[src/rtl/dircc_rx_pkg.sv]
// Shared types and constants for the NoC receive-ring writer.
package dircc_rx_pkg;

  // FSM state; the encoding is visible in the STATUS register low bits.
  typedef enum logic [2:0] {
    StIdle   = 3'd0,
    StWrite  = 3'd1,
    StDrop   = 3'd2,
    StCommit = 3'd3
  } rx_state_e;

  // CSR word addresses.
  localparam logic [1:0] CsrStatus = 2'd0;
  localparam logic [1:0] CsrPop    = 2'd1;
  localparam logic [1:0] CsrCtrl   = 2'd2;
  localparam logic [1:0] CsrDrops  = 2'd3;

  // Slot header layout: {trunc, len}.
  localparam int unsigned HdrLenW = 15;
  localparam int unsigned HdrW    = HdrLenW + 1;

  function automatic logic [HdrW-1:0] make_header(input logic trunc,
                                                  input logic [HdrLenW-1:0] len);
    return {trunc, len};
  endfunction

endpackage

[src/rtl/dircc_rx_csr.sv]
// CSR block for the receive-ring writer: decode, irq enable, read register and
// optional drop counter (enabled by DIRCC_RX_DROP_CNT_EN).
module dircc_rx_csr
  import dircc_rx_pkg::*;
(
  input  logic        clk_i,
  input  logic        reset_ni,
  input  logic [1:0]  csr_address_i,
  input  logic        csr_read_i,
  input  logic        csr_write_i,
  input  logic [31:0] csr_writedata_i,
  output logic [31:0] csr_readdata_o,
  input  logic [2:0]  state_i,
  input  logic [7:0]  count_i,
  input  logic [7:0]  rd_slot_i,
  input  logic [7:0]  wr_slot_i,
  input  logic        drop_i,
  output logic        irq_en_o,
  output logic        pop_o,
  output logic        flush_o
);

  logic        irq_en_q;
  logic [31:0] rdata_q, rdata_d;
  logic [31:0] drops_rd;

  assign pop_o    = csr_write_i & (csr_address_i == CsrPop);
  assign flush_o  = csr_write_i & (csr_address_i == CsrCtrl) & csr_writedata_i[1];
  assign irq_en_o = irq_en_q;
  assign csr_readdata_o = rdata_q;

  logic unused_wdata;
  assign unused_wdata = ^csr_writedata_i[31:2];

`ifdef DIRCC_RX_DROP_CNT_EN
  logic [15:0] drops_q;

  // Saturating count of dropped messages; a DROPS write clears it.
  always_ff @(posedge clk_i) begin
    if (!reset_ni) begin
      drops_q <= '0;
    end else if (csr_write_i && (csr_address_i == CsrDrops)) begin
      drops_q <= '0;
    end else if (drop_i && (drops_q != 16'hFFFF)) begin
      drops_q <= drops_q + 16'd1;
    end
  end

  assign drops_rd = {16'b0, drops_q};
`else
  logic unused_drop;
  assign unused_drop = drop_i;
  assign drops_rd    = '0;
`endif

  // Read mux.
  always_comb begin
    rdata_d = '0;
    unique case (csr_address_i)
      CsrStatus: rdata_d = {count_i, rd_slot_i, wr_slot_i, 5'b0, state_i};
      CsrPop:    rdata_d = '0;
      CsrCtrl:   rdata_d = {31'b0, irq_en_q};
      CsrDrops:  rdata_d = drops_rd;
      default:   rdata_d = '0;
    endcase
  end

  // irq enable and the read-data register (valid the cycle after csr_read).
  always_ff @(posedge clk_i) begin
    if (!reset_ni) begin
      irq_en_q <= 1'b0;
      rdata_q  <= '0;
    end else begin
      if (csr_write_i && (csr_address_i == CsrCtrl)) irq_en_q <= csr_writedata_i[0];
      if (csr_read_i) rdata_q <= rdata_d;
    end
  end

endmodule

[src/rtl/dircc_node_msg_rx_writer.sv]
// Receive-ring writer: stores NoC messages into fixed-size slots of port s2,
// with a header word {trunc, len} written once the message is complete.
// Optional drop counter: define DIRCC_RX_DROP_CNT_EN.
module dircc_node_msg_rx_writer
  import dircc_rx_pkg::*;
#(
  parameter logic [13:0] BASE_ADDR  = 14'h2000,
  parameter int unsigned SLOTS      = 16,
  parameter int unsigned SLOT_WORDS = 32
) (
  input  logic        clk,
  input  logic        reset_n,
  input  logic        in_valid,
  output logic        in_ready,
  input  logic        in_sop,
  input  logic        in_eop,
  input  logic [15:0] in_data,
  output logic [13:0] mem_address,
  output logic [15:0] mem_writedata,
  output logic [1:0]  mem_byteenable,
  output logic        mem_chipselect,
  output logic        mem_write,
  output logic        mem_clken,
  input  logic [1:0]  csr_address,
  input  logic        csr_read,
  input  logic        csr_write,
  input  logic [31:0] csr_writedata,
  output logic [31:0] csr_readdata,
  output logic        irq
);

  localparam int unsigned PtrW = $clog2(SLOTS);
  localparam int unsigned CntW = PtrW + 1;

  rx_state_e            state_q, state_d;
  logic [HdrLenW-1:0]   len_q, len_d;
  logic                 trunc_q, trunc_d;
  logic [PtrW-1:0]      wr_slot_q, wr_slot_d, rd_slot_q, rd_slot_d;
  logic [CntW-1:0]      count_q, count_d;
  logic                 in_ready_q, mem_write_q, irq_q;
  logic [13:0]          mem_address_q;
  logic [15:0]          mem_writedata_q;

  logic        fire, do_write, commit, drop_pulse;
  logic [13:0] wr_off;
  logic        pop, pop_ok, flush, irq_en;
  logic [2:0]  state_bits;

  assign fire = in_valid & in_ready_q;
  assign pop_ok = pop & (count_q != '0);
  assign state_bits = state_q;

  function automatic logic [13:0] slot_addr(input logic [PtrW-1:0] slot,
                                            input logic [13:0] off);
    return BASE_ADDR + 14'(slot) * 14'(SLOT_WORDS) + off;
  endfunction

  // Message FSM next state: which word gets written where, and when to commit.
  always_comb begin
    state_d    = state_q;
    len_d      = len_q;
    trunc_d    = trunc_q;
    do_write   = 1'b0;
    wr_off     = '0;
    commit     = 1'b0;
    drop_pulse = 1'b0;
    unique case (state_q)
      StIdle: begin
        if (fire && in_sop) begin
          if (count_q == CntW'(SLOTS)) begin
            // Ring full: a single-word message is dropped on the spot.
            if (in_eop) drop_pulse = 1'b1;
            else        state_d    = StDrop;
          end else begin
            len_d    = 15'd1;
            trunc_d  = 1'b0;
            do_write = 1'b1;
            wr_off   = 14'd1;
            state_d  = in_eop ? StCommit : StWrite;
          end
        end
      end
      StWrite: begin
        if (fire) begin
          if (in_sop) begin
            // Restart in the same slot; the partial message is never committed.
            len_d    = 15'd1;
            trunc_d  = 1'b0;
            do_write = 1'b1;
            wr_off   = 14'd1;
          end else begin
            len_d = len_q + 15'd1;
            if (len_d < HdrLenW'(SLOT_WORDS)) begin
              do_write = 1'b1;
              wr_off   = len_d[13:0];
            end else begin
              trunc_d = 1'b1;
            end
          end
          if (in_eop) state_d = StCommit;
        end
      end
      StDrop: begin
        if (fire && in_eop) begin
          drop_pulse = 1'b1;
          state_d    = StIdle;
        end
      end
      StCommit: begin
        commit  = 1'b1;
        state_d = StIdle;
      end
      default: state_d = StIdle;
    endcase
  end

  // Ring pointers and occupancy; flush empties the ring but keeps the writer going.
  always_comb begin
    wr_slot_d = wr_slot_q + PtrW'(commit);
    rd_slot_d = rd_slot_q + PtrW'(pop_ok);
    count_d   = count_q + CntW'(commit) - CntW'(pop_ok);
    if (flush) begin
      rd_slot_d = wr_slot_d;
      count_d   = '0;
    end
  end

  // FSM state with registered handshake, memory-port and irq outputs.
  always_ff @(posedge clk) begin
    if (!reset_n) begin
      state_q         <= StIdle;
      len_q           <= '0;
      trunc_q         <= 1'b0;
      in_ready_q      <= 1'b0;
      mem_write_q     <= 1'b0;
      mem_address_q   <= '0;
      mem_writedata_q <= '0;
      irq_q           <= 1'b0;
    end else begin
      state_q     <= state_d;
      len_q       <= len_d;
      trunc_q     <= trunc_d;
      in_ready_q  <= (state_d != StCommit);
      mem_write_q <= do_write | commit;
      if (commit) begin
        mem_address_q   <= slot_addr(wr_slot_q, 14'd0);
        mem_writedata_q <= make_header(trunc_q, len_q);
      end else if (do_write) begin
        mem_address_q   <= slot_addr(wr_slot_q, wr_off);
        mem_writedata_q <= in_data;
      end
      irq_q <= irq_en & (count_q != '0);
    end
  end

  // Ring pointer registers.
  always_ff @(posedge clk) begin
    if (!reset_n) begin
      wr_slot_q <= '0;
      rd_slot_q <= '0;
      count_q   <= '0;
    end else begin
      wr_slot_q <= wr_slot_d;
      rd_slot_q <= rd_slot_d;
      count_q   <= count_d;
    end
  end

  dircc_rx_csr u_csr (
    .clk_i          (clk),
    .reset_ni       (reset_n),
    .csr_address_i  (csr_address),
    .csr_read_i     (csr_read),
    .csr_write_i    (csr_write),
    .csr_writedata_i(csr_writedata),
    .csr_readdata_o (csr_readdata),
    .state_i        (state_bits),
    .count_i        (8'(count_q)),
    .rd_slot_i      (8'(rd_slot_q)),
    .wr_slot_i      (8'(wr_slot_q)),
    .drop_i         (drop_pulse),
    .irq_en_o       (irq_en),
    .pop_o          (pop),
    .flush_o        (flush)
  );

  assign in_ready       = in_ready_q;
  assign mem_write      = mem_write_q;
  assign mem_chipselect = mem_write_q;
  assign mem_address    = mem_address_q;
  assign mem_writedata  = mem_writedata_q;
  assign mem_byteenable = 2'b11;
  assign mem_clken      = 1'b1;
  assign irq            = irq_q;

endmodule
[config.mk]
export PLATFORM = sky130hd
export DESIGN_NAME = dircc_node_msg_rx_writer
export DESIGN_NICKNAME = d
export VERILOG_FILES = /design/src/rtl/dircc_rx_pkg.sv /design/src/rtl/dircc_rx_csr.sv /design/src/rtl/dircc_node_msg_rx_writer.sv
export SDC_FILE = /design/constraint.sdc
export NUM_CORES = 1
export LEC_CHECK = 0
export ABC_AREA = 1
export CORE_ASPECT_RATIO = 0.9
export CORE_MARGIN = 3
export CORE_UTILIZATION = 30
export CTS_CLUSTER_DIAMETER = 40
export DETAILED_ROUTE_END_ITERATION = 16
export GPL_TIMING_DRIVEN = 0
export RECOVER_POWER = 50
export SYNTH_ARGS = -nofsm -noshare
export SYNTH_HDL_FRONTEND = slang
export SYNTH_SLANG_ARGS = --single-unit
[constraint.sdc]
create_clock -name clk -period 2.5 [get_ports clk]
set_clock_uncertainty 0.15 [all_clocks]
set_input_delay 0.375 -clock clk [delete_from_list [all_inputs] [get_ports clk]]
set_output_delay 0.375 -clock clk [all_outputs]
set_load 0.005 [all_outputs]
==> metrics <==
Max Clk Rate 412 MHz; asr flop ratio synth 0%; Hold/Removal Path Class register to register; Setup Viol. Count Final 0; initial antenna violation count 0; Hold WS approximately 280 ps; Final ANT Viol Nets 0; first-pass GRT wire length about 20000 um; Synth cell types 34; sequential area share after synthesis 38.8%; Placed Instance Area 5310 um2; Final Total Pwr 3.35 mW; DP Worst Slack -520 ps; area of the core 13600 um2; most used flip-flop cell after synthesis dfxtp_1; actual slew at the worst max-slew pin 612 ps; Post-synth EDFFs 0; power per cell area 580 nW/um2; worst skew pair latency 350 ps; CTS tree built; Layout Cells excl Fill ~900; crit share post-route 97.1%; critical path class register to register; Lkg Pwr about 2.7 nW; Worst setup SP type register; Port Buffer Count 75; DPL Wire Length 9340 um; DRC 0; Vias/cell 4.57; Data required, critical path 2580 ps; Clock Tree Root clkbuf_16; Finished Cell Area slightly below 6000 um2; RSZ-0062 raised after global routing true; Chip Width around 130 um; Reg2Reg Depth 16; Placer Congestion 0.885; GRT Total Usage 15.8%; Initial Util 31.2%; Nets 789; YS warnings 0; DRT Pass-1 Iters 5; Max Cap Viol 0; Hold Violations, Final 0; # IOs approximately 130; crit end category register; Hold Path Depth 2; largest net degree at the start of global routing 14; H-tree depth 3; synthesized area per cell 7.14 um2; status finished clean; vias in the first global route 4110; grt total ovfl 0; max-slew violations 0; drt total wl roughly 12000 um; Yosys reg bits approximately 80; n_diodes 0; max_slew headroom 59.2%; Max FO, Critical Path 2; WL/cell 13.2 um; chip height 119 um; Syn Inst Count ~600; clock slew at reported path FFs roughly 60 ps; Iter 0 DRT Violations 248; placed cells 879; num rows 40; VDD IR-drop max 0.340 mV; Clock Tree Buf Depth 2; area grow syn2layout 36.5%; CTS Buf Count 9; Filler cells 1395; crit path setup slack, layout 72.5 ps; critical path arrival 2510 ps; min Tclk post-route 2430 ps; Synth Cell Area 4230 um2; DR vias 4154; fraction of layout cells with a size suffix above 1 between 10% and 20%; Clock Sinks 82; full die area 15600 um2
## synth_stat cells, types with 7 or more instances
cell / number / area, um2
nand2_1: 148 / 556
dfxtp_1: 82 / 1640
nor2_2: 7 / 43.8
nor2_1: 30 / 113
a21oi_1: 40 / 200
clkbuf_1: 15 / 56.3
buf_4: 22 / 165
ha_1: 15 / 188
o21ai_0: 41 / 205
xor2_1: 8 / 70.1
nand4_1: 35 / 219
nand3_1: 44 / 220
inv_1: 61 / 229
## kinds of logic after synthesis
| logic type | count (synthesis) | synth area share [%] |
|---|---|---|
| AOI/OAI and AO/OA | 92 | 11.4 |
| xor gates and xnor gates | 11 | 2.28 |
| adders and majority gates | 17 | 5.38 |
| buffers and inverters | 110 | 12.4 |
| DFF | 82 | 38.8 |
| other | 2 | 0.178 |
| and+or+nand+nor | 278 | 29.6 |
## sequential cells by signal (all words and copies together), names as in the netlist
| register | cells |
|---|---|
| count_q | 5 |
| wr_slot_q | 4 |
| u_csr.irq_en_o | 1 |
| in_ready | 1 |
| mem_writedata | 16 |
| trunc_q | 1 |
| len_q | 15 |
| mem_chipselect | 1 |
| rd_slot_q | 4 |
| irq | 1 |
| mem_address | 14 |
| state_bits | 3 |
| u_csr.csr_readdata_o | 16 |
## worst max-delay path, cell delays in order, from the launching register on
cell and delay (ps):
dfxtp_2 340, inv_2 60, ha_4 160, nand4_1 120, nand4_1 120, inv_2 110, ha_4 200, inv_1 50
ha_2 180, inv_2 40, fa_2 340, inv_2 60, nand2_1 60, a21oi_2 110, nor2_1 60, o21ai_1 110
a21oi_1 50
## final timing paths
check	slack, ps	to	from
hold / removal	280	mem_address[10]$_SDFFE_PN0P_	mem_address[10]$_SDFFE_PN0P_
setup reg to reg	70	count_q[4]$_SDFF_PP0_	count_q[3]$_SDFF_PP0_
hold reg to reg	280	mem_address[10]$_SDFFE_PN0P_	mem_address[10]$_SDFFE_PN0P_
setup / recovery	70	count_q[4]$_SDFF_PP0_	count_q[3]$_SDFF_PP0_
## what timing repair did
| action | in CTS | in global routing |
|---|---|---|
| setup buffers | 11 | 3 |
| setup endpoints to repair | 4 | 40 |
| pin swaps | 8 | 5 |
| hold buffers | 0 | 0 |
| cloned | 0 | 0 |
| resized for setup | 22 | 9 |
## cell type report
type	count	area (um2)	area share [%]
multi-input combinational	423	2210	38.2
sequential	82	1650	28.6
timing repair buffer	89	856	14.8
buffer	48	303	5.24
tap	189	236	4.10
inverter	62	233	4.03
clock buffer	10	229	3.97
clock inverter	5	56.3	0.975
## cell usage in the layout (no fill, tap or decap), types with 9 or more instances in the layout
| cell | instances |
|---|---|
| clkdlybuf4s50_1 | 24 |
| a21oi_1 | 39 |
| nand4_1 | 35 |
| clkbuf_1 | 14 |
| nand3_1 | 44 |
| ha_1 | 12 |
| dfxtp_1 | 75 |
| conb_1 | 25 |
| dlygate4sd3_1 | 51 |
| inv_1 | 53 |
| nor2_1 | 30 |
| nand2_1 | 148 |
| buf_4 | 36 |
| clkbuf_16 | 9 |
| o21ai_0 | 40 |
## report_power, final
part	leakage, nW	internal, mW	switching [mW]
Combinational	1.87	0.313	0.317
Clock	0.138	0.766	0.531
Sequential	0.669	1.37	0.0460
## layer usage
| layer | share of wire [%] | routed length (um) | up-vias | global-route usage (%) |
|---|---|---|---|---|
| met5 | 0 | 0 | - | 0 |
| li1 | - | - | 2144 | - |
| met1 | 46 | 5580 | 1878 | 20.1 |
| met3 | 5.7 | 690 | 17 | 4.38 |
| met2 | 46 | 5550 | 115 | 26.1 |
| met4 | 1.5 | 186 | 0 | 4.79 |
## metrics by stage
stage / TNS (ps) / util [%]
2_1_floorplan: 0 / -
3_3_place_gp: -1110 / 39.1
3_5_place_dp: -1610 / 39.1
4_1_cts: 0 / 42.3
5_1_grt: -160 / 42.6
6_report: 0 / 42.6
No activity file was read; power rests on OpenSTA's default activity.
